File: src/rtl/lcd_timing_gen_if.sv
// ---------------------------------------------------------------------------
// lcd_timing_gen_if
//   Pixel-source handshake between the LCD timing generator and the
//   frame-buffer / scaler read path.
//
//   data_req     timing generator -> source : pixel request
//   pixel_xpos   timing generator -> source : x of requested pixel (0 when idle)
//   pixel_ypos   timing generator -> source : y of requested pixel (0 when idle)
//   pixel_data   source -> timing generator : pixel answering an earlier request
//   pixel_valid  source -> timing generator : pixel_data is usable
//
//   master = timing generator, slave = pixel source.
// ---------------------------------------------------------------------------
interface lcd_timing_gen_if #(
    parameter int PIX_W = 16,
    parameter int CNT_W = 11
) ();
    logic             data_req;
    logic [CNT_W-1:0] pixel_xpos;
    logic [CNT_W-1:0] pixel_ypos;
    logic [PIX_W-1:0] pixel_data;
    logic             pixel_valid;

    modport master (
        output data_req,
        output pixel_xpos,
        output pixel_ypos,
        input  pixel_data,
        input  pixel_valid
    );

    modport slave (
        input  data_req,
        input  pixel_xpos,
        input  pixel_ypos,
        output pixel_data,
        output pixel_valid
    );
endinterface

File: src/rtl/lcd_timing_gen.sv
// ---------------------------------------------------------------------------
// lcd_timing_gen
//   RGB LCD timing generator with configurable porches, sync polarities,
//   pixel-request lead, panel power-up sequencer (reset hold, then
//   backlight), frame-start strobe and sticky pixel-underflow flag.
//
//   Ports:
//     lcd_pclk       pixel clock (only clock)
//     rst            synchronous active-high reset
//     src            pixel-source handshake (lcd_timing_gen_if.master)
//     underflow_clr  clears the sticky underflow flag
//     lcd_hs/vs/de   sync / data-enable pins, active level set by *_POL
//     lcd_rgb        pixel to panel, 0 while DE is inactive
//     lcd_clk        forwarded pixel clock
//     lcd_rst        panel reset, active low
//     lcd_bl         backlight enable
//     frame_start    one-cycle pulse on the first cycle of each visible frame
//     underflow      sticky flag: DE was asserted with no valid pixel
//
//   Optional build macro LCD_BL_PWM_EN: adds bl_duty/bl_div inputs and turns
//   lcd_bl into an 8-bit PWM (period (bl_div+1)*256 clocks) while running.
// ---------------------------------------------------------------------------
module lcd_timing_gen #(
    parameter int PIX_W      = 16,
    parameter int CNT_W      = 11,
    parameter int H_SYNC     = 128,
    parameter int H_BACK     = 88,
    parameter int H_DISP     = 800,
    parameter int H_FRONT    = 40,
    parameter int V_SYNC     = 2,
    parameter int V_BACK     = 33,
    parameter int V_DISP     = 480,
    parameter int V_FRONT    = 10,
    parameter int REQ_LEAD   = 1,
    parameter bit HS_POL     = 1'b1,
    parameter bit VS_POL     = 1'b1,
    parameter bit DE_POL     = 1'b1,
    parameter int RST_CYCLES = 1024
) (
    input  logic             lcd_pclk,
    input  logic             rst,
    lcd_timing_gen_if.master src,
    input  logic             underflow_clr,
`ifdef LCD_BL_PWM_EN
    input  logic [7:0]       bl_duty,
    input  logic [7:0]       bl_div,
`endif
    output logic             lcd_hs,
    output logic             lcd_vs,
    output logic             lcd_de,
    output logic [PIX_W-1:0] lcd_rgb,
    output logic             lcd_clk,
    output logic             lcd_rst,
    output logic             lcd_bl,
    output logic             frame_start,
    output logic             underflow
);

    localparam int H_TOTAL = H_SYNC + H_BACK + H_DISP + H_FRONT;
    localparam int V_TOTAL = V_SYNC + V_BACK + V_DISP + V_FRONT;
    localparam int HA      = H_SYNC + H_BACK;
    localparam int VA      = V_SYNC + V_BACK;
    localparam int RC_W    = (RST_CYCLES > 1) ? $clog2(RST_CYCLES) : 1;

    localparam logic [CNT_W-1:0] H_LAST   = CNT_W'(H_TOTAL - 1);
    localparam logic [CNT_W-1:0] V_LAST   = CNT_W'(V_TOTAL - 1);
    localparam logic [CNT_W-1:0] HS_END   = CNT_W'(H_SYNC);
    localparam logic [CNT_W-1:0] VS_END   = CNT_W'(V_SYNC);
    localparam logic [CNT_W-1:0] DE_H_BEG = CNT_W'(HA);
    localparam logic [CNT_W-1:0] DE_H_END = CNT_W'(HA + H_DISP);
    localparam logic [CNT_W-1:0] RQ_H_BEG = CNT_W'(HA - REQ_LEAD);
    localparam logic [CNT_W-1:0] RQ_H_END = CNT_W'(HA + H_DISP - REQ_LEAD);
    localparam logic [CNT_W-1:0] ACT_V_BEG = CNT_W'(VA);
    localparam logic [CNT_W-1:0] ACT_V_END = CNT_W'(VA + V_DISP);
    localparam logic [RC_W-1:0]  RC_LAST  = RC_W'(RST_CYCLES - 1);

    typedef enum logic [1:0] {
        ST_HOLD = 2'd0,
        ST_WAIT = 2'd1,
        ST_RUN  = 2'd2
    } seq_state_e;

    seq_state_e       state_q;
    logic [RC_W-1:0]  rst_cnt_q;
    logic             lcd_rst_q;

    logic [CNT_W-1:0] h_cnt_q, h_cnt_d;
    logic [CNT_W-1:0] v_cnt_q, v_cnt_d;
    logic             hs_q, hs_d;
    logic             vs_q, vs_d;
    logic             de_q, de_d;
    logic             req_q, req_d;
    logic [CNT_W-1:0] xpos_q, xpos_d;
    logic [CNT_W-1:0] ypos_q, ypos_d;
    logic [PIX_W-1:0] rgb_q, rgb_d;
    logic             bl_q, bl_d;
    logic             fs_q, fs_d;
    logic             uf_q, uf_d;

    logic             at_origin;
    logic             run_next;
    logic             v_act;
    logic             de_on;
    logic             req_on;

`ifdef LCD_BL_PWM_EN
    logic [7:0]       div_q, div_d;
    logic [7:0]       phase_q, phase_d;
`endif

    always_comb begin
        h_cnt_d = (h_cnt_q == H_LAST) ? '0 : h_cnt_q + 1'b1;
        v_cnt_d = v_cnt_q;
        if (h_cnt_q == H_LAST) begin
            v_cnt_d = (v_cnt_q == V_LAST) ? '0 : v_cnt_q + 1'b1;
        end

        at_origin = (h_cnt_q == '0) && (v_cnt_q == '0);
        // True when the sequencer will be in RUN after this edge; the entry
        // edge already counts so frame_start and the backlight line up.
        run_next  = (state_q == ST_RUN) || ((state_q == ST_WAIT) && at_origin);

        v_act  = (v_cnt_q >= ACT_V_BEG) && (v_cnt_q < ACT_V_END);
        // Request/DE gating uses the current state: on the RUN entry edge
        // the counters sit at the origin where both are inactive anyway.
        de_on  = (state_q == ST_RUN) && v_act &&
                 (h_cnt_q >= DE_H_BEG) && (h_cnt_q < DE_H_END);
        req_on = (state_q == ST_RUN) && v_act &&
                 (h_cnt_q >= RQ_H_BEG) && (h_cnt_q < RQ_H_END);

        hs_d   = (h_cnt_q < HS_END) ? HS_POL : ~HS_POL;
        vs_d   = (v_cnt_q < VS_END) ? VS_POL : ~VS_POL;
        de_d   = de_on ? DE_POL : ~DE_POL;
        req_d  = req_on;
        xpos_d = req_on ? (h_cnt_q - RQ_H_BEG) : '0;
        ypos_d = req_on ? (v_cnt_q - ACT_V_BEG) : '0;

        // A missing pixel is blanked rather than showing stale bus data.
        rgb_d  = (de_on && src.pixel_valid) ? src.pixel_data : '0;
        fs_d   = run_next && at_origin;

        // Set has priority over clear so a new underflow is never lost.
        uf_d   = uf_q;
        if (de_on && !src.pixel_valid) begin
            uf_d = 1'b1;
        end else if (underflow_clr) begin
            uf_d = 1'b0;
        end

`ifdef LCD_BL_PWM_EN
        div_d   = div_q + 1'b1;
        phase_d = phase_q;
        if (div_q >= bl_div) begin
            div_d   = '0;
            phase_d = phase_q + 1'b1;
        end
        bl_d    = run_next && (phase_q < bl_duty);
`else
        bl_d    = run_next;
`endif
    end

    // Power-up sequencer: hold panel in reset, wait for a frame boundary,
    // then run.
    always_ff @(posedge lcd_pclk) begin
        if (rst) begin
            state_q   <= ST_HOLD;
            rst_cnt_q <= '0;
            lcd_rst_q <= 1'b0;
        end else begin
            case (state_q)
                ST_HOLD: begin
                    if (rst_cnt_q == RC_LAST) begin
                        state_q   <= ST_WAIT;
                        lcd_rst_q <= 1'b1;
                    end else begin
                        rst_cnt_q <= rst_cnt_q + 1'b1;
                    end
                end
                ST_WAIT: begin
                    if (at_origin) begin
                        state_q <= ST_RUN;
                    end
                end
                ST_RUN: begin
                    state_q <= ST_RUN;
                end
                default: begin
                    state_q   <= ST_HOLD;
                    rst_cnt_q <= '0;
                    lcd_rst_q <= 1'b0;
                end
            endcase
        end
    end

    always_ff @(posedge lcd_pclk) begin
        if (rst) begin
            h_cnt_q <= '0;
            v_cnt_q <= '0;
            hs_q    <= ~HS_POL;
            vs_q    <= ~VS_POL;
            de_q    <= ~DE_POL;
            req_q   <= 1'b0;
            xpos_q  <= '0;
            ypos_q  <= '0;
            rgb_q   <= '0;
            bl_q    <= 1'b0;
            fs_q    <= 1'b0;
            uf_q    <= 1'b0;
`ifdef LCD_BL_PWM_EN
            div_q   <= '0;
            phase_q <= '0;
`endif
        end else begin
            h_cnt_q <= h_cnt_d;
            v_cnt_q <= v_cnt_d;
            hs_q    <= hs_d;
            vs_q    <= vs_d;
            de_q    <= de_d;
            req_q   <= req_d;
            xpos_q  <= xpos_d;
            ypos_q  <= ypos_d;
            rgb_q   <= rgb_d;
            bl_q    <= bl_d;
            fs_q    <= fs_d;
            uf_q    <= uf_d;
`ifdef LCD_BL_PWM_EN
            div_q   <= div_d;
            phase_q <= phase_d;
`endif
        end
    end

    assign src.data_req   = req_q;
    assign src.pixel_xpos = xpos_q;
    assign src.pixel_ypos = ypos_q;
    assign lcd_hs         = hs_q;
    assign lcd_vs         = vs_q;
    assign lcd_de         = de_q;
    assign lcd_rgb        = rgb_q;
    assign lcd_clk        = lcd_pclk;
    assign lcd_rst        = lcd_rst_q;
    assign lcd_bl         = bl_q;
    assign frame_start    = fs_q;
    assign underflow      = uf_q;

endmodule
File: src/flat_wrapper.sv
// flat-port wrapper written by rule: the top's interface ports become plain ports
module lcd_timing_gen_flat 
#(
    parameter int PIX_W      = 16,
    parameter int CNT_W      = 11,
    parameter int H_SYNC     = 128,
    parameter int H_BACK     = 88,
    parameter int H_DISP     = 800,
    parameter int H_FRONT    = 40,
    parameter int V_SYNC     = 2,
    parameter int V_BACK     = 33,
    parameter int V_DISP     = 480,
    parameter int V_FRONT    = 10,
    parameter int REQ_LEAD   = 1,
    parameter bit HS_POL     = 1'b1,
    parameter bit VS_POL     = 1'b1,
    parameter bit DE_POL     = 1'b1,
    parameter int RST_CYCLES = 1024
)
  (lcd_pclk, rst, underflow_clr, lcd_hs, lcd_vs, lcd_de, lcd_rgb, lcd_clk, lcd_rst, lcd_bl, frame_start, underflow, src_data_req, src_pixel_xpos, src_pixel_ypos, src_pixel_data, src_pixel_valid);
  lcd_timing_gen_if #(.PIX_W(PIX_W), .CNT_W(CNT_W)) src_i ();
  input  logic lcd_pclk;
  input  logic rst;
  input  logic underflow_clr;
  output logic lcd_hs;
  output logic lcd_vs;
  output logic lcd_de;
  output logic [PIX_W-1:0] lcd_rgb;
  output logic lcd_clk;
  output logic lcd_rst;
  output logic lcd_bl;
  output logic frame_start;
  output logic underflow;
  output wire logic [$bits(src_i.data_req)-1:0] src_data_req;
  output wire logic [$bits(src_i.pixel_xpos)-1:0] src_pixel_xpos;
  output wire logic [$bits(src_i.pixel_ypos)-1:0] src_pixel_ypos;
  input wire logic [$bits(src_i.pixel_data)-1:0] src_pixel_data;
  input wire logic [$bits(src_i.pixel_valid)-1:0] src_pixel_valid;
  assign src_data_req = src_i.data_req;
  assign src_pixel_xpos = src_i.pixel_xpos;
  assign src_pixel_ypos = src_i.pixel_ypos;
  assign src_i.pixel_data = src_pixel_data;
  assign src_i.pixel_valid = src_pixel_valid;
  lcd_timing_gen #(.PIX_W(PIX_W), .CNT_W(CNT_W), .H_SYNC(H_SYNC), .H_BACK(H_BACK), .H_DISP(H_DISP), .H_FRONT(H_FRONT), .V_SYNC(V_SYNC), .V_BACK(V_BACK), .V_DISP(V_DISP), .V_FRONT(V_FRONT), .REQ_LEAD(REQ_LEAD), .HS_POL(HS_POL), .VS_POL(VS_POL), .DE_POL(DE_POL), .RST_CYCLES(RST_CYCLES)) u_core (.lcd_pclk(lcd_pclk), .rst(rst), .src(src_i), .underflow_clr(underflow_clr), .lcd_hs(lcd_hs), .lcd_vs(lcd_vs), .lcd_de(lcd_de), .lcd_rgb(lcd_rgb), .lcd_clk(lcd_clk), .lcd_rst(lcd_rst), .lcd_bl(lcd_bl), .frame_start(frame_start), .underflow(underflow));
endmodule
File: config.mk
export PLATFORM = sky130hd
export DESIGN_NAME = lcd_timing_gen_flat
export DESIGN_NICKNAME = d
export VERILOG_FILES = /design/src/rtl/lcd_timing_gen_if.sv /design/src/rtl/lcd_timing_gen.sv /design/src/flat_wrapper.sv
export SDC_FILE = /design/constraint.sdc
export NUM_CORES = 1
export LEC_CHECK = 0
export ABC_CLOCK_PERIOD_IN_PS = 2900
export CAP_MARGIN = 20
export CORE_MARGIN = 4
export CORE_UTILIZATION = 51
export DETAILED_ROUTE_END_ITERATION = 8
export GPL_TIMING_DRIVEN = 0
export PLACE_DENSITY = 0.86
export SYNTH_ARGS = -nofsm -noshare
export SYNTH_HDL_FRONTEND = slang
export SYNTH_SLANG_ARGS = --single-unit
File: constraint.sdc
create_clock -name lcd_pclk -period 2.9 [get_ports lcd_pclk]
set_input_delay 0.58 -clock lcd_pclk [delete_from_list [all_inputs] [get_ports lcd_pclk]]
set_output_delay 0.58 -clock lcd_pclk [all_outputs]
set_load 0.03 [all_outputs]
# [After elaboration in Yosys (flattened, before gate mapping)]
# Index checks and enable logic that the tools add are counted.
[totals] reg_bits=80 in_bits=20 out_inout_bits=47
[classes] add_sub_neg=5 n_lt_le_gt_ge=8 eq_ne=8 mux=13 bitwise_logic=3 n_reduce_logical=24
[op_table] cell="11-bit by 10-bit < comparator with 1-bit output (second input constant)" count=3
[op_table] cell="11-bit by 1-bit adder with 11-bit output (second input constant)" count=2
[op_table] cell="11-bit by 8-bit >= comparator with 1-bit output (second input constant)" count=2
[op_table] cell="11-bit logical NOT" count=2
[op_table] cell="10-bit one-hot mux with 2 select lines" count=1
[op_table] cell="11-bit by 10-bit == test with 1-bit output (second input constant)" count=1
[op_table] cell="11-bit == test (second input constant)" count=1
[op_table] cell="11-bit by 6-bit >= comparator with 1-bit output (second input constant)" count=1
[op_table] cell="1-bit logical AND" count=11
[op_table] cell="11-bit by 2-bit < comparator with 1-bit output (second input constant)" count=1
[op_table] cell="11-bit by 8-bit < comparator with 1-bit output (second input constant)" count=1
[op_table] cell="11-bit 2-to-1 mux" count=1
[op_table] cell="11-bit by 6-bit subtractor with 11-bit output (second input constant)" count=1
[op_table] cell="11-bit by 8-bit subtractor with 11-bit output (second input constant)" count=1
[op_table] cell="10-bit by 1-bit adder with 10-bit output (second input constant)" count=1
[op_table] cell="10-bit == test (second input constant)" count=1
[op_table] cell="10-bit 2-to-1 mux" count=1
[op_table] cell="2-bit OR reduction" count=4
[op_table] cell="1-bit 2-to-1 mux" count=6
[op_table] cell="2-bit one-hot mux with 3 select lines" count=1
[op_table] cell="2-bit AND reduction" count=3
[op_table] cell="2-bit 2-to-1 mux" count=2
[op_table] cell="2-bit by 1-bit inequality test with 1-bit output (second input constant)" count=2
[op_table] cell="1-bit inverter" count=3
[op_table] cell="other kinds (8)" count=8

# [Depth between registers and ports, before layout]
# Gate-level depths: netlist of the first run.
[logic_depth] word_depth=8 depth_mapped=8 ltp_nobuf=7

==> impl_metrics.toml, run 1 <==
[status]
outcome = "complete, no violations"

[worst_setup_path]
endpoint_kind = "output port"
r2r_setup_slack_ps = 540
cp.arrival_ps = 2130
crit_fanout = 2
crit_required_ps = 2320
crit_type = "clock port to output port"
timing.rr.start = "u_core.h_cnt_q[3]$_SDFF_PP0_"
cp-startpoint = "lcd_pclk"
startpoint_type = "clock port"

[detailed_routing]
totalWireLength_um = 7640
firstDrtPassIters = 7
drt_iter0_drc = 109
ant_nets = 0
route.detailed.drc = 0
num_vias = 2934
vias_per_cell = 5.33
wl_per_cell_um = 13.9

[logic_synthesis]
synth-edff-count = 0
syn-cell-area_mm2 = 0.00346
async_flop_share = 0
syn-num-nets = 416
synthTopCellsByArea = "dfxtp_1 46%, nor2_1 6.8%, xnor2_1 4.8%"
yosys.area.top_type_share = 0.462
yosysUniqueCellTypes = 54
synth_warnings = 0
postSynthAreaPerCell_um2 = 8.93
ys_seq_area_frac = 0.462
ys_seq_elements = 80
syn_inst = 388
ys.flop_type = "dfxtp_1"
synth_area_leader_cell = "dfxtp_1"

[floorplanning]
die_h_um = 90.4
num_io_pins = 67
num_rows = 29
core_mm2 = 0.00646
die_area_mm2 = 0.00817
die_w_um = 90.4
initial_utilization = 0.536

[power_and_ir_drop]
switching_share = 0.246
p_int_mw = 1.68
p_sw_mw = 0.547
vdd.ir_drop.worst_mv = 0.340
power.leakage_nw = 1.78
power_density_mw_per_mm2 = 499
power.share.clock = 0.463
comb_power_share = 0.037
seqPwrFrac = 0.500

[final_layout]
num-fill-cells = 496
drive_gt1_frac = 0.0803
fin_util = 0.692
fin_nets = 496
multi_input_area_mm2 = 0.00164
syn2layout_area_growth_pct = 29.0
regArea_mm2 = 0.00160
stdcell_count = 550
n_antenna_cell = 0

[clock_tree]
cts_tree = "built"
clk_latency_ps = 460
cts_setup_buffers = 0
ctsHoldBuffers = 0
clk_pin_slew_ps = 80

[placement]
post-place-cells = 531
finalWeightedCongestion = 0.897
place_hpwl_um = 5490
portBuffers = 66

[sta]
finalSetupViolations = 0
clock_skew_ps = 10.5
relSlewSlack = 0.653
finalMaxSlewViolations = 0
rsz0062_at_grt = "false"
hold_viol = 0
hold_ws_ps = 485
tns_ps = 0
worst_slew_pin_slew_ps = 517

[global_routing]
grt_pass1_vias = 2849
grt_pass1_wl_um = 12900
grt_max_degree = 17
grt.total_usage = 0.194
grt_antenna_before_repair = 0
grt.overflow.total = 0

[flow_run]
timing.max_cap.violations = 0

[worst_hold_path]
hold_class = "flop to flop"
worstHoldStart = "u_core.v_cnt_q[0]$_SDFFE_PP0P_"
-- worst max-delay path, stage by stage --
cell	delay, ps
clkbuf_8	110
clkbuf_8	120
buf_4	110
dlygate4sd2_1	340
-- metal layers --
layer	wire length, um	up-vias	global-route usage
li1	-	1483	-
met1	3340	1362	0.226
met2	3760	79	0.340
met3	428	10	0.0558
met4	106	0	0.0676
met5	0	-	0
-- flip-flops by register name, indices dropped and copies added (netlist names) --
signal and flops:
u_core.lcd_rgb 16, u_core.h_cnt_q 11, u_core.src.pixel_xpos 11, u_core.src.pixel_ypos 11, u_core.v_cnt_q 11, u_core.rst_cnt_q 10, u_core.state_q 2, u_core.frame_start 1
u_core.lcd_bl 1, u_core.lcd_de 1, u_core.lcd_hs 1, u_core.lcd_rst 1, u_core.lcd_vs 1, u_core.src.data_req 1, u_core.underflow 1
-- cell usage after synthesis, drive strengths merged, types with 4 or more instances --
master  count
dfxtp      80
nor2       63
and3       20
nand2      20
xnor2      19
clkbuf     18
a21oi      15
nor3       15
xor2       15
inv        14
buf        12
nand3      12
ha          8
nand4       8
or3         7
o21ai       6
and4        4
nand2b      4
o31ai       4
-- path summary, 6_finish.rpt --
kind,end,depth (start not counted)
max,lcd_clk,4
min,u_core.src.pixel_ypos[0]$_SDFF_PP0_,1
max reg2reg,u_core.v_cnt_q[1]$_SDFFE_PP0P_,6
min reg2reg,u_core.src.pixel_ypos[0]$_SDFF_PP0_,1
-- power groups by stage --
| stage | combinational, mW | clock [mW] | sequential (mW) |
|---|---|---|---|
| finish | 0.0815 | 1.03 | 1.11 |
| global route | 0.0897 | 1.11 | 1.12 |
| CTS | 0.0813 | 1.05 | 1.11 |
| detailed placement | 0.0808 | 0.0765 | 1.14 |
| global placement | 0.0786 | 0.0765 | 1.14 |
| floorplan | 0.0381 | 0.0516 | 1.14 |
-- logic make-up (layout without fill, tap and decap cells) --
group	Yosys count	count (layout)	synth area share
XOR/XNOR	34	34	0.0860
buffers and inverters	44	129	0.0636
AO/OA/AOI/OAI	47	47	0.0986
adder cells (fa/ha/maj)	8	8	0.0289
multiplexers	2	2	0.00614
flip-flops	80	80	0.462
AND/OR/NAND/NOR	173	173	0.254
-- stage by stage --
step	cell area (um^2)	power, mW	worst slack [ps]
finish	4470	2.23	188
global route	4470	2.31	170
CTS	4470	2.25	180
detailed placement	4220	1.30	193
global placement	4220	1.30	193
floorplan	3460	1.23	725
-- cell usage in the layout (no fill, tap or decap), drive strengths merged, types with 2 or more instances in the layout --
cell / count
and4: 4
nand3b: 2
nand4: 8
nand3: 12
ha: 8
inv: 18
o21ai: 6
xnor2: 19
nor2b: 2
nand4b: 2
o21a: 3
and3: 20
nor3: 15
buf: 12
a21o: 2
nor4: 3
o31ai: 4
dfxtp: 80
or3: 7
and2: 3
o22ai: 2
nand2b: 4
nor4b: 2
a31oi: 2
xor2: 15
clkdlybuf4s50: 65
nor2: 63
a311oi: 3
clkbuf: 30
a21oi: 15
nand2: 20
or4: 3
-- repair_timing --
action / in CTS / in global routing
endpoints found under the hold margin: 0 / 0
resized for setup: 1 / 0
setup endpoints to repair: 1 / 0
-- area by class of cell --
| class | count | area share |
|---|---|---|
| Buffer | 30 | 0.0375 |
| Clock buffer | 13 | 0.0389 |
| Clock inverter | 7 | 0.0188 |
| Inverter | 14 | 0.0118 |
| Multi-Input combinational cell | 264 | 0.367 |
| Sequential cell | 80 | 0.358 |
| Tap cell | 77 | 0.0216 |
| Timing Repair Buffer | 65 | 0.146 |
Power figures use the tool's default switching activity.
==> inputs of run 2 (changes only) <==
- GPL_TIMING_DRIVEN: 0 -> not set
==> run 2 against run 1 <==
Sequential power barely moved. Wire length down 3.6%. Utilization decreased by 2.2 points. Flip-flop and latch count did not move. Final cell count is 4.9% lower. Critical path depth decreased by 1. Non-clock buffer count down 27. Register-to-register slack lost 70 ps. Design area shrank 3.2%. Global-route usage fell by 0.74 points. Hold slack better by 1.0 ps. First-iteration DRC count is 13% lower. Critical endpoint unchanged. Highest routed layer unchanged.
==> impl_metrics.toml, run 2 (synthesis gave the netlist of run 1 again) <==
[sta]
rsz0062_at_grt = "false"
worst_slew_pin_slew_ps = 707
tns_ps = 0
finalMaxSlewViolations = 0
clock_skew_ps = 9.45
worst_slack_ps = 68.3
hold_viol = 0
finalSetupViolations = 0
relSlewSlack = 0.527
hold_ws_ps = 486

[worst_setup_path]
path_buf_inv = 3
cp.arrival_ps = 2250
crit_type = "clock port to output port"
r2r_setup_slack_ps = 470
crit_fanout = 2
cp.depth = 3
timing.rr.start = "u_core.h_cnt_q[8]$_SDFF_PP0_"
cp-startpoint = "lcd_pclk"
reg2reg_depth = 6
cp_common_cell = "clkbuf_8"
crit_required_ps = 2320
cpPeakStageDelay_ps = 580
path_cells = "clkbuf_8, clkbuf_8, clkdlybuf4s50_1"
startpoint_type = "clock port"
endpoint_kind = "output port"
cpLargestDelayFamily = "buffers and inverters"
slowest_stage = "clkdlybuf4s50_1"

[global_routing]
grt.total_usage = 0.187
grt.overflow.total = 0
grt_max_degree = 21
grt_pass1_vias = 2730
grt_antenna_before_repair = 0
grt_pass1_wl_um = 12500

[power_and_ir_drop]
power.leakage_nw = 1.71
power_mw = 2.22
vdd.ir_drop.worst_mv = 0.323
power_density_mw_per_mm2 = 513

[detailed_routing]
wl_per_cell_um = 14.1
vias_per_cell = 5.38
ant_nets = 0
num_vias = 2816
firstDrtPassIters = 4
totalWireLength_um = 7360
drt_iter0_drc = 95
route.detailed.drc = 0

[clock_tree]
cts_setup_buffers = 0
cts_resized = 0
clk_latency_ps = 460
cts_tree = "built"
ctsHoldBuffers = 0
clk_pin_slew_ps = 90

[final_layout]
drive_gt1_frac = 0.0695
layout_common_cells = "80 x dfxtp_1, 66 x clkdlybuf4s50_1, 63 x nor2_1"
syn2layout_area_growth_pct = 24.9
largest_register_ffs = 16
fin_nets = 469
n_antenna_cell = 0
layout_commonest_cell = "dfxtp_1"

[worst_hold_path]
worstHoldStart = "u_core.v_cnt_q[0]$_SDFFE_PP0P_"
min_path_cells = 1
hold_class = "flop to flop"

[placement]
place_hpwl_um = 5160
portBuffers = 66
dpl_worst_slack_ps = 306
finalWeightedCongestion = 0.909

[status]
outcome = "complete, no violations"

[floorplanning]
num_io_pins = 67
die_w_um = 90.4
die_area_mm2 = 0.00817
core_mm2 = 0.00646
initial_utilization = 0.536
num_rows = 29
die_h_um = 90.4

[flow_run]
timing.max_cap.violations = 0
## run 2: cell count changes in the layout (fill, tap and decap cells not counted), moves of 2 or more
cell	previous run	this run
buf_1	2	0
buf_2	2	0
buf_6	4	0
clkbuf_1	18	0
## run 2: through the flow
| step | cell area [um^2] | std cells | util |
|---|---|---|---|
| 2_1_floorplan | 3460 | 388 | - |
| 3_3_place_gp | 4080 | 504 | 0.631 |
| 3_5_place_dp | 4080 | 504 | 0.631 |
| 4_1_cts | 4320 | 523 | 0.670 |
| 5_1_grt | 4320 | 523 | 0.670 |
| 6_report | 4320 | 523 | 0.670 |
## run 2: path summary, 6_finish.rpt
kind / endpoint
max: lcd_clk
min: u_core.src.pixel_ypos[0]$_SDFF_PP0_
max reg2reg: u_core.src.pixel_xpos[9]$_SDFF_PP0_
min reg2reg: u_core.src.pixel_ypos[0]$_SDFF_PP0_
## run 2: power breakdown
| part | leakage, nW | switching, mW | internal (mW) |
|---|---|---|---|
| Combinational | 0.934 | 0.0368 | 0.0420 |
| Clock | 0.129 | 0.495 | 0.527 |
| Sequential | 0.646 | 0.0114 | 1.11 |
| Total | 1.71 | 0.543 | 1.68 |
## run 2: per-layer routing
layer	vias to the layer above	wire, um	GRT usage	share of wire
met2	77	3540	0.299	0.48
met3	15	345	0.0650	0.047
met4	0	154	0.0880	0.021
met5	-	0	0	0
li1	1426	-	-	-
met1	1298	3320	0.224	0.45
## run 2: area by class of cell
cell class                      instances  area [um^2]
Tap cell                               77         96.3
Inverter                               14         52.6
Clock buffer                           13          175
Multi-Input combinational cell        264         1640
Sequential cell                        80         1600
Fill cell                             522         2130
Clock inverter                          7         83.8
Timing Repair Buffer                   68          673
==> edit 1 (settings of run 2) <==
`RST_CYCLES` is set to 1024 in 2 places; all go to 512.
--- a/src/rtl/lcd_timing_gen.sv
+++ b/src/rtl/lcd_timing_gen.sv
@@ -35,7 +35,7 @@
     parameter bit HS_POL     = 1'b1,
     parameter bit VS_POL     = 1'b1,
     parameter bit DE_POL     = 1'b1,
-    parameter int RST_CYCLES = 1024
+    parameter int RST_CYCLES = 512
 ) (
     input  logic             lcd_pclk,
     input  logic             rst,
--- a/src/flat_wrapper.sv
+++ b/src/flat_wrapper.sv
@@ -15,7 +15,7 @@
     parameter bit HS_POL     = 1'b1,
     parameter bit VS_POL     = 1'b1,
     parameter bit DE_POL     = 1'b1,
-    parameter int RST_CYCLES = 1024
+    parameter int RST_CYCLES = 512
 )
   (lcd_pclk, rst, underflow_clr, lcd_hs, lcd_vs, lcd_de, lcd_rgb, lcd_clk, lcd_rst, lcd_bl, frame_start, underflow, src_data_req, src_pixel_xpos, src_pixel_ypos, src_pixel_data, src_pixel_valid);
   lcd_timing_gen_if #(.PIX_W(PIX_W), .CNT_W(CNT_W)) src_i ();
Behaviour: no difference found for any inputs over 10 cycles, from zero or initial values and one cycle with rst high; that may be too few to reach the edited logic, so the function may still have changed.
==> edit 1 against run 2 <==
Wire length fell by 2.2%. Critical path depth unchanged. Power fell by 2.1%. Largest power group unchanged. Critical endpoint unchanged. Area after synthesis decreased by 4.4%. Worst setup slack got worse by 0.0071 ns. Sequential cell count is 1 lower. Core utilization down 0.086 points. Final area decreased by 2.4%. Critical path type unchanged.
==> edit 1: results (changes against run 2) <==
* Ys flop type: dfxtp_1
* Setup_tns at 0 ns (unchanged)
* Placer Congestion at 0.941 (+3.6%)
* Rel. slew slack at 30.1% (-23 points)
* Antenna violations before repair at 0 (unchanged)
* Cell total after placement at 488 (-3.2%)
* Tot GR Track Use at 19.6% (+0.96 points)
* Critical R2R Launch: u_core.v_cnt_q[2]
* R2R Setup Slk at 0.49 ns (+0.02 ns)
* Syn avg cell area at 9.02 um2 (+1.0%)
* Hold Path End: u_core.underflow
* RR Endpoint: u_core.lcd_rgb[6]
* Initial DRT Pass Iterations at 4 (unchanged)
* Post-layout util at 66.9% (-0.086 points)
* Top Family by Delay on Critical Path: buffers and inverters
* Worst-Skew Late Latency at 0.47 ns
* DRT Wirelength at 7200 um (-2.2%)
* Yosys warnings at 0 (unchanged)
* Vias in the first global route at 2615 (-4.2%)
* CP max stage delay at 0.58 ns (about the same)
* Hold WC Path Type: reg -> reg
* NetSw at 0.503 mW (-7.3%)
* Hold Path Stages at 2 (+1)
* Post-cts repair resize count at 0 (unchanged)
* Min-delay src: u_core.underflow
* Via-to-Cell Ratio at 5.32 (-1.1%)
* # port buffers at 66 (unchanged)
* Largest net degree at the start of global routing at 24 (+14%)
* Antenna diode count at 0 (unchanged)
* Postcts setup bufs at 0 (unchanged)
* Largest cells by area after synthesis: dfxtp_1 (48%), xnor2_1 (5.8%), nor2_1 (5.1%)
* Mapped Nets at 396 (-4.8%)
* Reg2reg path depth at 4 (-2)
* CP max FO at 2 (unchanged)
* Status: completed
* Sequential element share of the synthesized area at 47.8% (+1.5 points)
* Hold WS at 0.476 ns (-0.00995 ns)
* Max stage delay cell, worst path: clkdlybuf4s50_1
* Asr flop ratio synth at 0% (unchanged)
* Commonest cells post-synth: dfxtp_1 (79), nor2_1 (45), nor3_1 (27)
* First-pass GRT wire length at 11700 um (-6.3%)
* Final Skew at 0.00978 ns (+0.000338 ns)
* Synth cell types at 49 (-9.3%)
* P_leak at 1.55 nW (-9.1%)
* CTS clk-pin slew, worst paths at 0.08 ns
* Final nets at 454 (-3.2%)
* Placed inst area at 3980 um2 (-2.5%)
* # fillers at 501 (-4.0%)
* Share of cells above drive strength 1 at 7.44% (+0.49 points)
* Max reg flops at 16 (unchanged)
* Crit path DAT at 2.26 ns
* DRT iter0 DRCs at 229 (+140%)
* Pre-CTS setup slack at 0.306 ns (unchanged)
* DP HPWL at 5140 um (-0.47%)
* Vias at 2699 (-4.2%)
* Max VDD drop at 0.469 mV (+45%)
edit 1: changes by cell type in the layout (fill, tap and decap cells not counted), sizes merged, moves of 4 or more:
| cell | change |
|---|---|
| and3 | -16 |
| nor3 | +12 |
| nor3b | +4 |
| xor2 | -4 |
| nand2 | -7 |
| nor2 | -17 |
| and2 | +14 |
| nor4 | +8 |
edit 1: final cells by class:
cell class,instances,area share [%]
timing repair buffer,68,15.9
clock buffer,14,4.48
tap,77,2.28
clock inverter,6,1.60
sequential,79,37.5
multi-input combinational,248,36.9
inverter,15,1.33
edit 1: power by group through the flow:
stage | Clock (mW) | Sequential, mW | Combinational [mW]
after floorplan | 0.0516 | 1.13 | 0.0359
after detailed placement | 0.0574 | 1.13 | 0.0735
after global routing | 1.06 | 1.10 | 0.0822
after global placement | 0.0574 | 1.13 | 0.0724
after CTS | 1.01 | 1.10 | 0.0743
final | 0.995 | 1.10 | 0.0739
edit 1: cell families after synthesis:
logic type	Yosys count	share of synthesized area [%]
flops	79	47.8
fa+ha+maj	9	3.40
xor+xnor	33	8.73
simple gates	162	26.1
mux	2	0.643
buf+inv	40	5.14
compound gates	42	8.20
edit 1: worst max-delay path by stage:
stage	end	from	slack, ns
floorplan	u_core.v_cnt_q[9]	u_core.h_cnt_q[5]	0.65
global placement	lcd_clk	lcd_pclk	0.31
detailed placement	lcd_clk	lcd_pclk	0.31
CTS	lcd_clk	lcd_pclk	0.05
global route	lcd_clk	lcd_pclk	0.04
finish	lcd_clk	lcd_pclk	0.06
edit 1: per-layer routing:
metal	GRT usage (%)	vias to the layer above	share of wire, %
li1	-	1369	-
met1	22.7	1221	41
met2	31.3	93	48
met3	8.47	16	8.4
met4	9.48	0	2.2
met5	0	-	0
==> edit 2 (settings of run 2) <==
Made on the original files. Re-encode `seq_state_e` (3 states) as one-hot, 3 bits wide.
--- a/src/rtl/lcd_timing_gen.sv
+++ b/src/rtl/lcd_timing_gen.sv
@@ -74,10 +74,10 @@
     localparam logic [CNT_W-1:0] ACT_V_END = CNT_W'(VA + V_DISP);
     localparam logic [RC_W-1:0]  RC_LAST  = RC_W'(RST_CYCLES - 1);
 
-    typedef enum logic [1:0] {
-        ST_HOLD = 2'd0,
-        ST_WAIT = 2'd1,
-        ST_RUN  = 2'd2
+    typedef enum logic [2:0] {
+        ST_HOLD = 3'b001,
+        ST_WAIT = 3'b010,
+        ST_RUN  = 3'b100
     } seq_state_e;
 
     seq_state_e       state_q;
Function: no difference found for any inputs over 10 cycles, from zero or initial values and one cycle with rst high; not proved beyond that.
==> edit 2 against run 2 <==
Largest cell class unchanged. Power is 2.8% lower. Final area rose by 6.5%. Count of clock-buffer cells in the layout did not move. Worst setup slack worse by 0.0059 ns. Area after synthesis increased by 8.3%. Critical path depth unchanged. Sequential cell count up 1. Wire length is 16% higher. Critical path type unchanged. Final cell count grew 9.0%. Via count rose by 16%.
==> edit 2: results (changes against run 2) <==
* Crit path DAT at 2.26 ns
* Critical path launch point: lcd_pclk
* Max reg flops at 16 (unchanged)
* Initial DRT Pass Iterations at 7 (+3)
* Yosys warnings at 0 (unchanged)
* CTS clk-pin slew, worst paths at 0.08 ns
* Share of cells above drive strength 1 at 13.0% (+6.0 points)
* DP HPWL at 6000 um (+16%)
* Pre-CTS setup slack at 0.275 ns (-0.0312 ns)
* Status: completed
* # fillers at 567 (+8.6%)
* Met1 Wirelength at 3760 um (+13%)
* WL met3 at 647 um (+88%)
* Placed inst area at 4380 um2 (+7.5%)
* Tot GR Track Use at 19.8% (+1.2 points)
* Routed len/inst at 15.0 um (+6.7%)
* CP max FO at 2 (unchanged)
* Min-delay src: u_core.underflow
* Final Skew at 0.00585 ns (-0.00359 ns)
* Largest net degree at the start of global routing at 25 (+19%)
* DRT iter0 DRCs at 281 (+200%)
* Met3 Use GR at 4.97% (-1.5 points)
* Sequential element share of the synthesized area at 43.2% (-3.0 points)
* Final nets at 491 (+4.7%)
* Uppermost layer routed: met4
* Max stage delay cell, worst path: clkdlybuf4s50_1
* Vias at 3257 (+16%)
* Antenna violations before repair at 0 (unchanged)
* Mapped Nets at 438 (+5.3%)
* Largest cells by area after synthesis: dfxtp_1 (43%), nor3_2 (5.6%), xnor2_1 (4.2%)
* First-pass GRT wire length at 14100 um (+13%)
* Synth cell types at 62 (+15%)
* Met1 global-route usage at 25.8% (+3.4 points)
* Critical R2R Launch: u_core.v_cnt_q[0]
* Placer Congestion at 0.906 (-0.26%)
* Worst-Skew Late Latency at 0.46 ns (about the same)
* Asr flop ratio synth at 0% (unchanged)
* GR Util met2 at 31.3% (+1.4 points)
* # port buffers at 66 (unchanged)
* WL met2 at 4020 um (+13%)
* Commonest cells post-synth: dfxtp_1 (81), nand2_1 (35), nor2_1 (28)
* Vias in the first global route at 2976 (+9.0%)
* Post-cts repair resize count at 0 (unchanged)
* P_leak at 1.48 nW (-14%)
* Antenna-violating nets left at 0 (unchanged)
* Postcts setup bufs at 0 (unchanged)
* Max VDD drop at 0.460 mV (+42%)
* Hold WC Path Type: reg -> reg
* Rel. slew slack at 60.2% (+7.5 points)
[edit 2: cell types whose count changed after synthesis, moves of 4 or more]
cell      delta
o21ai_0      +9
o31ai_1      +5
xor2_1      -12
buf_2        +6
nor3_2      +21
and3_1      -17
clkbuf_1     -8
nor2_1      -35
o211ai_1     +4
a21oi_1      +8
nand2_1     +15
nor3_1      +11
[edit 2: per-stage QoR]
step | instances | total power [mW] | utilization [%]
floorplan | 413 | 1.25 | -
global placement | 551 | 1.30 | 60.7
detailed placement | 551 | 1.30 | 60.7
CTS | 570 | 2.17 | 63.9
global route | 570 | 2.24 | 63.9
finish | 570 | 2.16 | 63.9
[edit 2: logic make-up after synthesis]
family | share of synthesized area, %
DFF | 43.2
buffers and inverters | 7.04
adders and majority gates | 1.67
AOI/OAI and AO/OA | 13.6
and+or+nand+nor | 28.9
muxes | 0.267
xor gates and xnor gates | 5.34
[edit 2: area by class of cell]
type / instances / area, um2 / share of cell area, %
clock buffers: 13 / 175 / 3.80
clock inverters: 7 / 61.3 / 1.33
inverters: 17 / 63.8 / 1.39
multi-input cells: 283 / 1870 / 40.7
flip-flops and latches: 81 / 1620 / 35.2
well taps: 99 / 124 / 2.69
repair buffers: 70 / 688 / 14.9
[edit 2: final timing paths]
path / endpoint / slack, ns / cells after the start
worst min register to register: u_core.underflow / 0.47 / 2
worst min-delay path: u_core.underflow / 0.47 / 2
worst max register to register: u_core.lcd_rgb[12] / 0.48 / 6
worst max-delay path: lcd_clk / 0.06 / 3
[edit 2: power breakdown]
| part | switching [mW] | internal [mW] |
|---|---|---|
| combinational | 0.0455 | 0.0426 |
| sequential | 0.0111 | 1.12 |
| clock | 0.498 | 0.438 |
| total | 0.555 | 1.60 |
[edit 2: critical path, delay by kind of cell]
kind                   cells  cell delay [ns]
buffers and inverters      3             0.81
